### src/rtl/dm_access_ctrl.sv
// Load/store controller between the CPU data port and a word-wide memory.
// Handles sub-word extraction and sign/zero extension, read-modify-write stores, and alignment errors.
module dm_access_ctrl #(
  parameter int ADDR_W = 7
) (
  input  logic              clk,
  input  logic              rstn,
  input  logic              req_valid,
  output logic              req_ready,
  input  logic              req_we,
  input  logic [31:0]       req_addr,
  input  logic [31:0]       req_wdata,
  input  logic [2:0]        req_funct3,
  output logic              rsp_valid,
  output logic [31:0]       rsp_rdata,
  output logic              rsp_err,
  output logic              mem_we,
  output logic [ADDR_W-1:0] mem_addr,
  output logic [31:0]       mem_wdata,
  input  logic [31:0]       mem_rdata
);
  typedef enum logic [1:0] {IDLE, RD, WR, RESP} state_t;

  state_t            state, state_nxt;
  logic              we_q;
  logic [ADDR_W+1:0] addr_q;
  logic [31:0]       wdata_q, wreg_q, rdata_q;
  logic [2:0]        f3_q;
  logic              err_q;

  logic        f3_bad, st_bad, misal, req_err, req_sw;
  logic [7:0]  byte_sel;
  logic [15:0] half_sel;
  logic [31:0] ld_data, merged;
  logic        unused_addr;

  assign unused_addr = ^req_addr[31:ADDR_W+2];

  assign f3_bad  = (req_funct3 == 3'b011) || (req_funct3[2:1] == 2'b11);
  assign st_bad  = req_we && req_funct3[2];
  assign misal   = ((req_funct3[1:0] == 2'b01) && req_addr[0]) ||
                   ((req_funct3[1:0] == 2'b10) && (req_addr[1:0] != 2'b00));
  assign req_err = f3_bad || st_bad || misal;
  assign req_sw  = req_we && (req_funct3 == 3'b010);

  always_comb begin
    state_nxt = state;
    case (state)
      IDLE: if (req_valid) state_nxt = req_err ? RESP : (req_sw ? WR : RD);
      RD:   state_nxt = we_q ? WR : RESP;
      WR:   state_nxt = RESP;
      default: state_nxt = IDLE;
    endcase
  end

  // Lane extraction for loads and lane merge for sub-word stores share the same read word.
  always_comb begin
    byte_sel = mem_rdata[{addr_q[1:0], 3'b000} +: 8];
    half_sel = addr_q[1] ? mem_rdata[31:16] : mem_rdata[15:0];
    case (f3_q[1:0])
      2'b00:   ld_data = f3_q[2] ? {24'b0, byte_sel} : {{24{byte_sel[7]}}, byte_sel};
      2'b01:   ld_data = f3_q[2] ? {16'b0, half_sel} : {{16{half_sel[15]}}, half_sel};
      default: ld_data = mem_rdata;
    endcase
    merged = mem_rdata;
    if (f3_q[1:0] == 2'b00) merged[{addr_q[1:0], 3'b000} +: 8] = wdata_q[7:0];
    else                    merged[{addr_q[1], 4'b0000} +: 16] = wdata_q[15:0];
  end

  always_ff @(posedge clk or negedge rstn) begin
    if (!rstn) begin
      state   <= IDLE;
      we_q    <= 1'b0;
      addr_q  <= '0;
      wdata_q <= '0;
      f3_q    <= '0;
      wreg_q  <= '0;
      rdata_q <= '0;
      err_q   <= 1'b0;
    end else begin
      state <= state_nxt;
      case (state)
        IDLE: if (req_valid) begin
          we_q    <= req_we;
          addr_q  <= req_addr[ADDR_W+1:0];
          wdata_q <= req_wdata;
          f3_q    <= req_funct3;
          if (req_err) begin
            rdata_q <= '0;
            err_q   <= 1'b1;
          end else if (req_sw) begin
            wreg_q  <= req_wdata;
          end
        end
        RD: if (we_q) wreg_q <= merged;
            else begin
              rdata_q <= ld_data;
              err_q   <= 1'b0;
            end
        WR: begin
          rdata_q <= '0;
          err_q   <= 1'b0;
        end
        default: ;
      endcase
    end
  end

  assign req_ready = (state == IDLE);
  assign rsp_valid = (state == RESP);
  assign mem_we    = (state == WR);
  assign mem_addr  = addr_q[ADDR_W+1:2];
  assign mem_wdata = wreg_q;
  assign rsp_rdata = rdata_q;
  assign rsp_err   = err_q;
endmodule
### config.mk
export PLATFORM = sky130hd
export DESIGN_NAME = dm_access_ctrl
export DESIGN_NICKNAME = d
export VERILOG_FILES = /design/src/rtl/dm_access_ctrl.sv
export SDC_FILE = /design/constraint.sdc
export NUM_CORES = 1
export LEC_CHECK = 0
export BUFFER_PORTS_ARGS = -buffer_cell sky130_fd_sc_hd__buf_2
export CAP_MARGIN = 20
export CORE_ASPECT_RATIO = 1.5
export CORE_MARGIN = 2
export CORE_UTILIZATION = 40
export DETAILED_ROUTE_END_ITERATION = 8
export PLACE_DENSITY = 0.68
export SYNTH_ARGS = -nofsm -noshare
export SYNTH_HDL_FRONTEND = slang
export SYNTH_SLANG_ARGS = --single-unit
### constraint.sdc
create_clock -name clk -period 2.2 [get_ports clk]
set_input_delay 0.11 -clock clk [delete_from_list [all_inputs] [get_ports clk]]
set_output_delay 0.11 -clock clk [all_outputs]
set_load 0.01 [all_outputs]
# ---- Word level (Yosys, flattened, before mapping)
# Cells that the tools add are included.
dict set report classes {
  eq_ne 15
  reduce_logical 16
  muxes 25
  n_shift 5
  n_addsub 2
}
# operator n
set ops {}
lappend ops {{$mux W32} 10}
lappend ops {{$pmux W32 S2} 2}
lappend ops {{$pmux W32 S3} 1}
lappend ops {{$bwmux W32} 2}
lappend ops {{$shift A16 B7 Y32 const A} 1}
lappend ops {{$shift A8 B7 Y32 const A} 1}
lappend ops {{$shiftx A16 B7 Y32} 1}
lappend ops {{$shiftx A32 B6 Y8} 1}
lappend ops {{$shiftx A8 B7 Y32} 1}
lappend ops {{$mux W16} 1}
lappend ops {{$neg A5 Y7} 2}
lappend ops {{$eq A2 B2 Y1 const B} 4}
lappend ops {{$ne A2 B2 Y1 const B} 4}
lappend ops {{$eq A2 B1 Y1 const B} 3}
lappend ops {{$eq A3 B2 Y1 const B} 2}
lappend ops {{$mux W2} 3}
lappend ops {{$pmux W2 S3} 1}
lappend ops {{$reduce_and A5 Y1} 1}
lappend ops {{$logic_and A1 B1 Y1} 4}
lappend ops {{$logic_not A2 Y1} 2}
lappend ops {{$logic_or A1 B1 Y1} 4}
lappend ops {{$mux W1} 4}
lappend ops {{$ne A2 B1 Y1 const B} 2}
lappend ops {{$reduce_and A4 Y1} 1}
lappend ops {{other kinds (4)} 5}
dict set report totals {
  inputBits 103
  ff_bits 96
  wordCells 71
}

# ---- Depth between registers and ports, before layout
# Gate-level depths: netlist of run 1.
dict set report logic_depth {
  ltp_word 7
  mapped_depth 8
  mapped_depth_nobuf 6
}

# ---- Worst setup path before layout of run 1
# OpenSTA, ideal clock, no wires.
dict set report synth_timing {
  path_kind {flip-flop to flip-flop}
  startpoint {register addr_q[1]}
  endpoint {register wreg_q[13] (netlist: mem_wdata[13])}
  setup_ns 0.064
  path_slack_ns -0.084
  arrival_time_ns 2.220
  path_stages_with_launch 9
  required_time_ns 2.136
  period_less_slack_ns 2.284
  path_cell_list {dfrtp_1 clkbuf_1 inv_1 ha_1 nor3b_1 clkbuf_1 nand3_1 a31oi_1 mux2_2}
}
dict set report synth_via {
  elab_chain_cells 6
  elab_cells_between_ends 11
  cone_classes {add/sub: 2; shift: 4; mux: 5}
}
# element line_no
set synth_lines {}
lappend synth_lines {{from (decl)} 26} ;# logic [ADDR_W+1:0] addr_q;
lappend synth_lines {{from (signal assigned)} 85} ;# addr_q <= req_addr[ADDR_W+1:0];
lappend synth_lines {{$neg A5 Y7, on equally long branches} {67, 66}}
lappend synth_lines {{$shiftx A16 B7 Y32 (tied with other cells)} 67} ;# else merged[{addr_q[1], 4'b0000} +: 16] = wdata_q[15:0];
lappend synth_lines {{$bwmux W32, on equally long branches} {67, 66}}
lappend synth_lines {{$mux W32 (*)} 66} ;# if (f3_q[1:0] == 2'b00) merged[{addr_q[1:0], 3'b000} +: 8] = wdata_q[7:0];
lappend synth_lines {{$mux W32 (*)} 95} ;# RD: if (we_q) wreg_q <= merged;
lappend synth_lines {{$pmux W32 S2 (*)} 82} ;# case (state)
lappend synth_lines {{to (signal assigned)} 92} ;# wreg_q <= req_wdata;
lappend synth_lines {{to (signal assigned)} 95}
lappend synth_lines {{to (decl)} 27} ;# logic [31:0] wdata_q, wreg_q, rdata_q;
# Mark *: on every way between the ends. The rest lies on a longest branch, timed or not. The select of a mux whose other input is x is not followed.
# A chain may end at the register's enable or synchronous reset.

# ---- Worst setup path in the final report of run 1
# Same ends and word-level chain as after synthesis.

==> results of run 1 <==
==> layout by cell type, fill, tap and decap left out, types with 2 or more instances in the layout <==
cell type	n
a21o_1	2
mux2_2	83
nor3_1	2
a221o_1	2
a22o_1	5
o22ai_1	26
a32oi_1	9
mux2i_1	11
nor2b_1	10
a31oi_1	23
o21ai_0	4
dlygate4sd3_1	5
dfrtp_1	96
nand3_1	24
clkbuf_16	9
clkinv_2	4
clkbuf_1	2
a22oi_1	31
nand2b_1	19
buf_12	4
o211ai_1	2
buf_4	18
a21oi_1	12
o21ai_1	9
ha_1	9
buf_2	153
inv_1	10
nand2_1	14
o2bb2ai_1	30
nor2_1	6
or4_4	2
==> area by class of cell <==
type	instances	area (µm²)	share of cell area [%]
diodes	1	2.502	0.03676
clock buffers	12	246.5	3.621
clock inverters	4	20.02	0.2941
inverters	10	37.54	0.5514
multi-input cells	356	2865	42.09
flip-flops and latches	96	2402	35.29
well taps	162	202.7	2.977
repair buffers	180	1031	15.14
==> report_power, final <==
part,leakage (nW),total (mW),switching (mW),internal [mW]
Sequential,1.21,3.17,0.640,2.53
Combinational,1.77,5.52,2.95,2.57
Clock,0.136,1.43,0.644,0.790
==> registers in the layout, summed over array words and instances (netlist names) <==
register	cells
mem_wdata	32
rsp_rdata	32
wdata_q	16
addr_q	9
f3_q	3
state	2
rsp_err	1
we_q	1
==> final timing paths <==
kind                                      startpoint                         to  slack [ns]  cells past startpoint
max reg2reg                    addr_q[1]$_DFFE_PN0P_  mem_wdata[13]$_DFFE_PN0P_        0.22                      6
max in group asynchronous                       rstn      addr_q[0]$_DFFE_PN0P_        1.26                      3
min reg2reg                rsp_rdata[22]$_DFFE_PN0P_  rsp_rdata[22]$_DFFE_PN0P_        0.49                      1
min in group asynchronous                       rstn   mem_wdata[6]$_DFFE_PN0P_        0.19                      2
max                            addr_q[1]$_DFFE_PN0P_  mem_wdata[13]$_DFFE_PN0P_        0.22                      6
min                                      req_addr[3]      addr_q[3]$_DFFE_PN0P_       0.004                      2
==> synthesized netlist by cell type (11+ instances only) <==
cell and count:
dfrtp_1 96, clkbuf_1 22, a31oi_1 23, mux2_2 83, nand3_1 24, a21oi_1 12
nand2_1 14, o2bb2ai_1 31, a22oi_1 31, o22ai_1 26, nand2b_1 19, mux2i_1 11
==> layer usage <==
layer	wire length, µm	global-route usage (%)	vias to the layer above
li1	-	-	2251
met1	7114	30.50	2364
met2	8438	37.77	200
met3	853	3.830	40
met4	676	10.41	0
met5	0	0	-
==> critical path: stages (launching register included) <==
cell,delay (ns)
dfrtp_1,0.38
inv_1,0.14
ha_1,0.36
and2_0,0.41
nand3_1,0.14
a31oi_1,0.29
mux2_2,0.20
==> kinds of logic after synthesis <==
kind of cell    count (synthesis)  share of synthesized area, %
fa+ha+maj                       9                         2.041
buf+inv                        58                         4.898
flops                          96                         43.54
compound gates                168                         21.90
mux                            94                         18.93
simple gates                   85                         8.685
==> what timing repair did <==
action	CTS	global route
setup endpoints to repair	0	7
hold buffers	5	0
endpoints found under the hold margin	21	0
gates resized for setup	0	2
==> impl_metrics.csv, run 1 <==
group,metric,value,unit
status,outcome,"finished clean",
timing,grt_setup_unrepaired,"false",
synthesis,syn_inst,510,
clock_tree,clkTransAtPathRegs,0.06,ns
route,drtIter0Drc,283,
clock_tree,numCtsBuffers,9,
clock_tree,cts_tree,"built",
clock_tree,htree_num_levels,3,
route,wl,17080,µm
die,initial_utilization,40.97,%
final_layout,fin_util,50.55,%
die,core_area,13470,µm²
clock_tree,root_buffer,"clkbuf_16",
route,detail_route.drc_violations,0,
timing,whs,0.004387,ns
clock_tree,clk_latency,0.34,ns
timing,layout_min_cycle_time,1.984,ns
power_and_ir_drop,p_leak,3.116,nW
route,routedWlPerCell,20.81,µm
die,die_h,147.8,µm
synthesis,synth-edff-count,0,
synthesis,synth_warnings,0,
timing,worst_pin_slew,1.141,ns
critical_path,worstSetupPathType,"reg -> reg",
final_layout,fillers,1270,
global_routing,antenna_found_initial,1,
min_path,hp-class,"in -> reg",
synthesis,avgSynthCellArea,10.82,µm²
final_layout,fin_nets,765,
global_routing,grt_pass1_wl,26800,µm
final_layout,design_area,6808,µm²
synthesis,async_flop_share,100.0,%
synthesis,synth_area_leader_cell,"dfrtp_1",
clock_tree,postCtsSetupRepairBufs,0,
route,firstDrtPassIters,7,
final_layout,layout-drive-gt1-share,42.71,%
route,antenna_left,0,
clock_tree,clock_sinks,96,
timing,slew_viol_final,0,
power_and_ir_drop,finalPower,10.12,mW
timing,hold_viol,0,
power_and_ir_drop,power.density,1487,nW/µm²
timing,fin_tns_setup,0,ns
placed_design,dpl.hpwl,12750,µm
final_layout,instances_no_fill,821,
global_routing,overflow,0,
final_layout,syn_to_final_growth,23.38,%
timing,timing.final.ws_setup,0.2162,ns
route,vias,4855,
timing,skew,0.009120,ns
synthesis,yosysTopAreaCellShare,43.54,%
synthesis,ys_seq_elements,96,
synthesis,synthTopCellsByArea,"dfrtp_1 (44%), mux2_2 (17%), o2bb2ai_1 (4.9%), a22oi_1 (4.2%), o22ai_1 (2.9%)",
synthesis,synth_area,5518,µm²
die,rows,52,
global_routing,grtUsageTotal,23.28,%
global_routing,grt_max_degree,80,
power_and_ir_drop,ir_drop,0.5675,mV
placed_design,place_inst,799,
die,dieArea,14770,µm²
timing,relSlewSlack,23.65,%
critical_path,cp.arrival,2.26,ns
placed_design,portBuffers,154,
route,routed_via_density,5.914,
clock_tree,cts_buffer_depth,2,
die,ioPinCount,178,
run,maxCapViolCount,0,
die,die_w,99.90,µm
critical_path,cp_max_fo,8,
synthesis,synth_fp_nets,622,
timing,max_freq,504.1,MHz
synthesis,synthFlopType,"dfrtp_1",
synthesis,yosysUniqueCellTypes,47,
placed_design,post_dp_cell_area,6477,µm²
timing,setup_violations,0,
critical_path,critPathCaptureType,"register",
synthesis,seq_area_frac_synth,43.54,%
global_routing,grt_pass1_vias,4825,
critical_path,startpoint_type,"register",
placed_design,place.gp.congestion,0.8974,
critical_path,required,2.48,ns
placed_design,dp_slack,0.1625,ns
timing,fin_crit_sh,90.17,%
(Power assumes the default switching activity.)
==> inputs of run 2 (changes only) <==
Settings changed: ABC_AREA from default to 1, BUFFER_PORTS_ARGS -buffer_cell sky130_fd_sc_hd__buf_2 to -buffer_cell sky130_fd_sc_hd__buf_4, PLACE_DENSITY 0.68 to 0.67.
==> impl_metrics.csv, run 2 <==
group,metric,value,unit
synthesis,synth_warnings,0,
critical_path,cp.arrival,2.12,ns
placed_design,portBuffers,154,
placed_design,place_inst,1226,
global_routing,grt_pass1_wl,28820,µm
critical_path,critPathCaptureType,"register",
run,maxCapViolCount,0,
min_path,min_path_cells,2,
timing,skew,0.008864,ns
status,outcome,"finished clean",
timing,grt_setup_unrepaired,"false",
timing,setup_violations,0,
critical_path,worstReg2RegStart,"state[1]$_DFFE_PN0N_",
final_layout,syn_to_final_growth,31.28,%
timing,whs,0.007695,ns
clock_tree,cts_buffer_depth,2,
global_routing,grt_max_degree,52,
route,routed_via_density,4.926,
placed_design,dpl.hpwl,12960,µm
die,rows,55,
timing,layout_min_cycle_time,1.842,ns
final_layout,final_cell_mix,"nand2_1 (461), buf_4 (174), dfrtp_1 (96)",
synthesis,async_flop_share,100.0,%
global_routing,grtUsageTotal,22.16,%
timing,fin_crit_sh,83.75,%
route,vias,6187,
timing,fin_tns_setup,0,ns
critical_path,startpoint_type,"register",
critical_path,reg2reg_depth,9,
synthesis,yosysTopAreaCellShare,39.85,%
critical_path,required,2.48,ns
timing,slew_viol_final,0,
timing,max_freq,542.8,MHz
timing,hold_viol,0,
timing,timing.final.ws_setup,0.3576,ns
route,firstDrtPassIters,7,
synthesis,synthFlopType,"dfrtp_1",
final_layout,instances_no_fill,1256,
timing,worst_pin_slew,0.4880,ns
die,die_w,104.2,µm
min_path,hp-start,"req_wdata[15]",
final_layout,fin_nets,1164,
critical_path,worstSetupPathType,"reg -> reg",
route,routedWlPerCell,14.30,µm
die,initial_utilization,40.37,%
die,ioPinCount,178,
die,dieArea,16090,µm²
global_routing,overflow,0,
power_and_ir_drop,ir_drop,0.7121,mV
synthesis,synthTopCellsByArea,"dfrtp_1 (40%), nand2_1 (29%), nand3_1 (5.8%), mux2_2 (4.5%), nor2_1 (4.2%)",
power_and_ir_drop,p_leak,4.337,nW
die,core_area,14930,µm²
critical_path,crit_path_max_incr_delay,0.42,ns
critical_path,path_cells,"inv_1 > ha_1 > nand2_2 > inv_1 > nor2_1 > nand3_1 > buf_4 > nand2_1 > nand2_1",
clock_tree,clock_sinks,96,
clock_tree,root_buffer,"clkbuf_16",
final_layout,layout-drive-gt1-share,22.04,%
power_and_ir_drop,power.density,1524,nW/µm²
synthesis,yosysMostFrequentCell,"nand2_1",
synthesis,ys_seq_elements,96,
placed_design,place.gp.congestion,0.9014,
route,drtIter0Drc,427,
timing,relSlewSlack,67.25,%
critical_path,cp_max_fo,32,
critical_path,r2r_slack,0.36,ns
synthesis,synth_area,6028,µm²
die,die_h,154.4,µm
synthesis,synth_common_cells,"nand2_1 (461), dfrtp_1 (96), nand3_1 (70), nor2_1 (68), a21oi_1 (43)",
route,detail_route.drc_violations,0,
route,wl,17960,µm
clock_tree,htree_num_levels,3,
clock_tree,clk_latency,0.35,ns
critical_path,slowest_stage,"dfrtp_1",
min_path,min_to,"wdata_q[15]$_DFFE_PN0P_",
critical_path,timing.rr.end,"mem_wdata[24]$_DFFE_PN0P_",
final_layout,antenna_cells,0,
synthesis,synth_area_leader_cell,"dfrtp_1",
final_layout,final_common_cell,"nand2_1",
synthesis,avgSynthCellArea,6.691,µm²
route,antenna_left,0,
clock_tree,cts_tree,"built",
global_routing,antenna_found_initial,0,
synthesis,seq_area_frac_synth,39.85,%
clock_tree,numCtsBuffers,9,
min_path,hp-class,"in -> reg",
clock_tree,clkTransAtPathRegs,0.06,ns
synthesis,synth-edff-count,0,
global_routing,grt_pass1_vias,5657,
placed_design,dp_slack,0.3718,ns
synthesis,synth_fp_nets,1013,
synthesis,yosysUniqueCellTypes,27,
synthesis,syn_inst,901,
run 2: cell types whose count changed in the layout (fill, tap and decap cells not counted), moves of 23 or more:
| cell | change |
|---|---|
| buf_2 | -153 |
| a31oi_1 | -23 |
| buf_4 | +156 |
| nor2_1 | +61 |
| a21oi_1 | +31 |
| nand2_1 | +447 |
| nand3_1 | +46 |
| o2bb2ai_1 | -30 |
| o22ai_1 | -26 |
| a22oi_1 | -31 |
| mux2_2 | -59 |
run 2: cells by family (layout without fill, tap and decap cells):
logic type / Yosys count / after routing / share of synthesized area (%)
adder cells (fa/ha/maj): 9 / 9 / 1.868
buffers and inverters: 84 / 240 / 6.642
multiplexers: 24 / 24 / 4.483
AND/OR/NAND/NOR: 619 / 619 / 41.37
flip-flops: 96 / 96 / 39.85
AO/OA/AOI/OAI: 69 / 69 / 5.791
run 2: how the worst max path moves through the flow:
stage,startpoint,slack (ns),endpoint,cells past startpoint
3_3_place_gp,addr_q[0]$_DFFE_PN0P_,0.37,mem_wdata[23]$_DFFE_PN0P_,9
4_1_cts,state[1]$_DFFE_PN0N_,0.35,mem_wdata[24]$_DFFE_PN0P_,9
5_1_grt,addr_q[0]$_DFFE_PN0P_,0.11,mem_wdata[23]$_DFFE_PN0P_,9
2_1_floorplan,addr_q[0]$_DFFE_PN0P_,0.18,mem_wdata[30]$_DFFE_PN0P_,13
6_report,state[1]$_DFFE_PN0N_,0.36,mem_wdata[24]$_DFFE_PN0P_,9
3_5_place_dp,state[1]$_DFFE_PN0N_,0.37,rsp_rdata[11]$_DFFE_PN0P_,10
run 2: area by class of cell:
| cell class | count | area (µm²) |
|---|---|---|
| clock buffers | 10 | 239.0 |
| multi-input cells | 721 | 3228 |
| repair buffers | 194 | 1567 |
| fillers | 1482 | 7019 |
| clock inverters | 6 | 113.9 |
| inverters | 30 | 115.1 |
| flip-flops and latches | 96 | 2402 |
| well taps | 199 | 249.0 |
run 2: worst max-delay path, delay by kind of cell, from the launching register on:
kind | cells | cell delay [ns]
adders and majority gates | 1 | 0.37
buffers and inverters | 3 | 0.52
DFF | 1 | 0.42
and+or+nand+nor | 5 | 0.43
run 2: per-stage QoR:
stage                     total power, mW  util (%)  area [µm²]
after floorplan                     7.815         -        6028
after global placement              10.15     49.69        7421
after detailed placement            10.23     49.69        7421
after CTS                           12.14     53.00        7914
after global routing                13.14     53.00        7914
final                               12.06     53.00        7914
run 2: metal layers:
metal,global-route usage [%],vias up,share of wire (%)
met5,0,-,0
met4,6.757,0,2.1
met3,2.655,22,4.8
met2,38.60,185,50
met1,28.85,2852,43
li1,-,3128,-
run 2: where the power goes:
part           switching (mW)  total, mW  leakage [nW]  internal [mW]
logic                    4.19       7.02          2.96           2.83
registers               0.581       3.19          1.21           2.61
clock network           0.706       1.85         0.165           1.15
run 2: what timing repair did:
| action | in CTS | in global routing |
|---|---|---|
| gates resized for setup | 0 | 0 |
| hold buffers | 14 | 0 |
| hold endpoints to repair | 78 | 0 |
| buffers inserted | 0 | 0 |
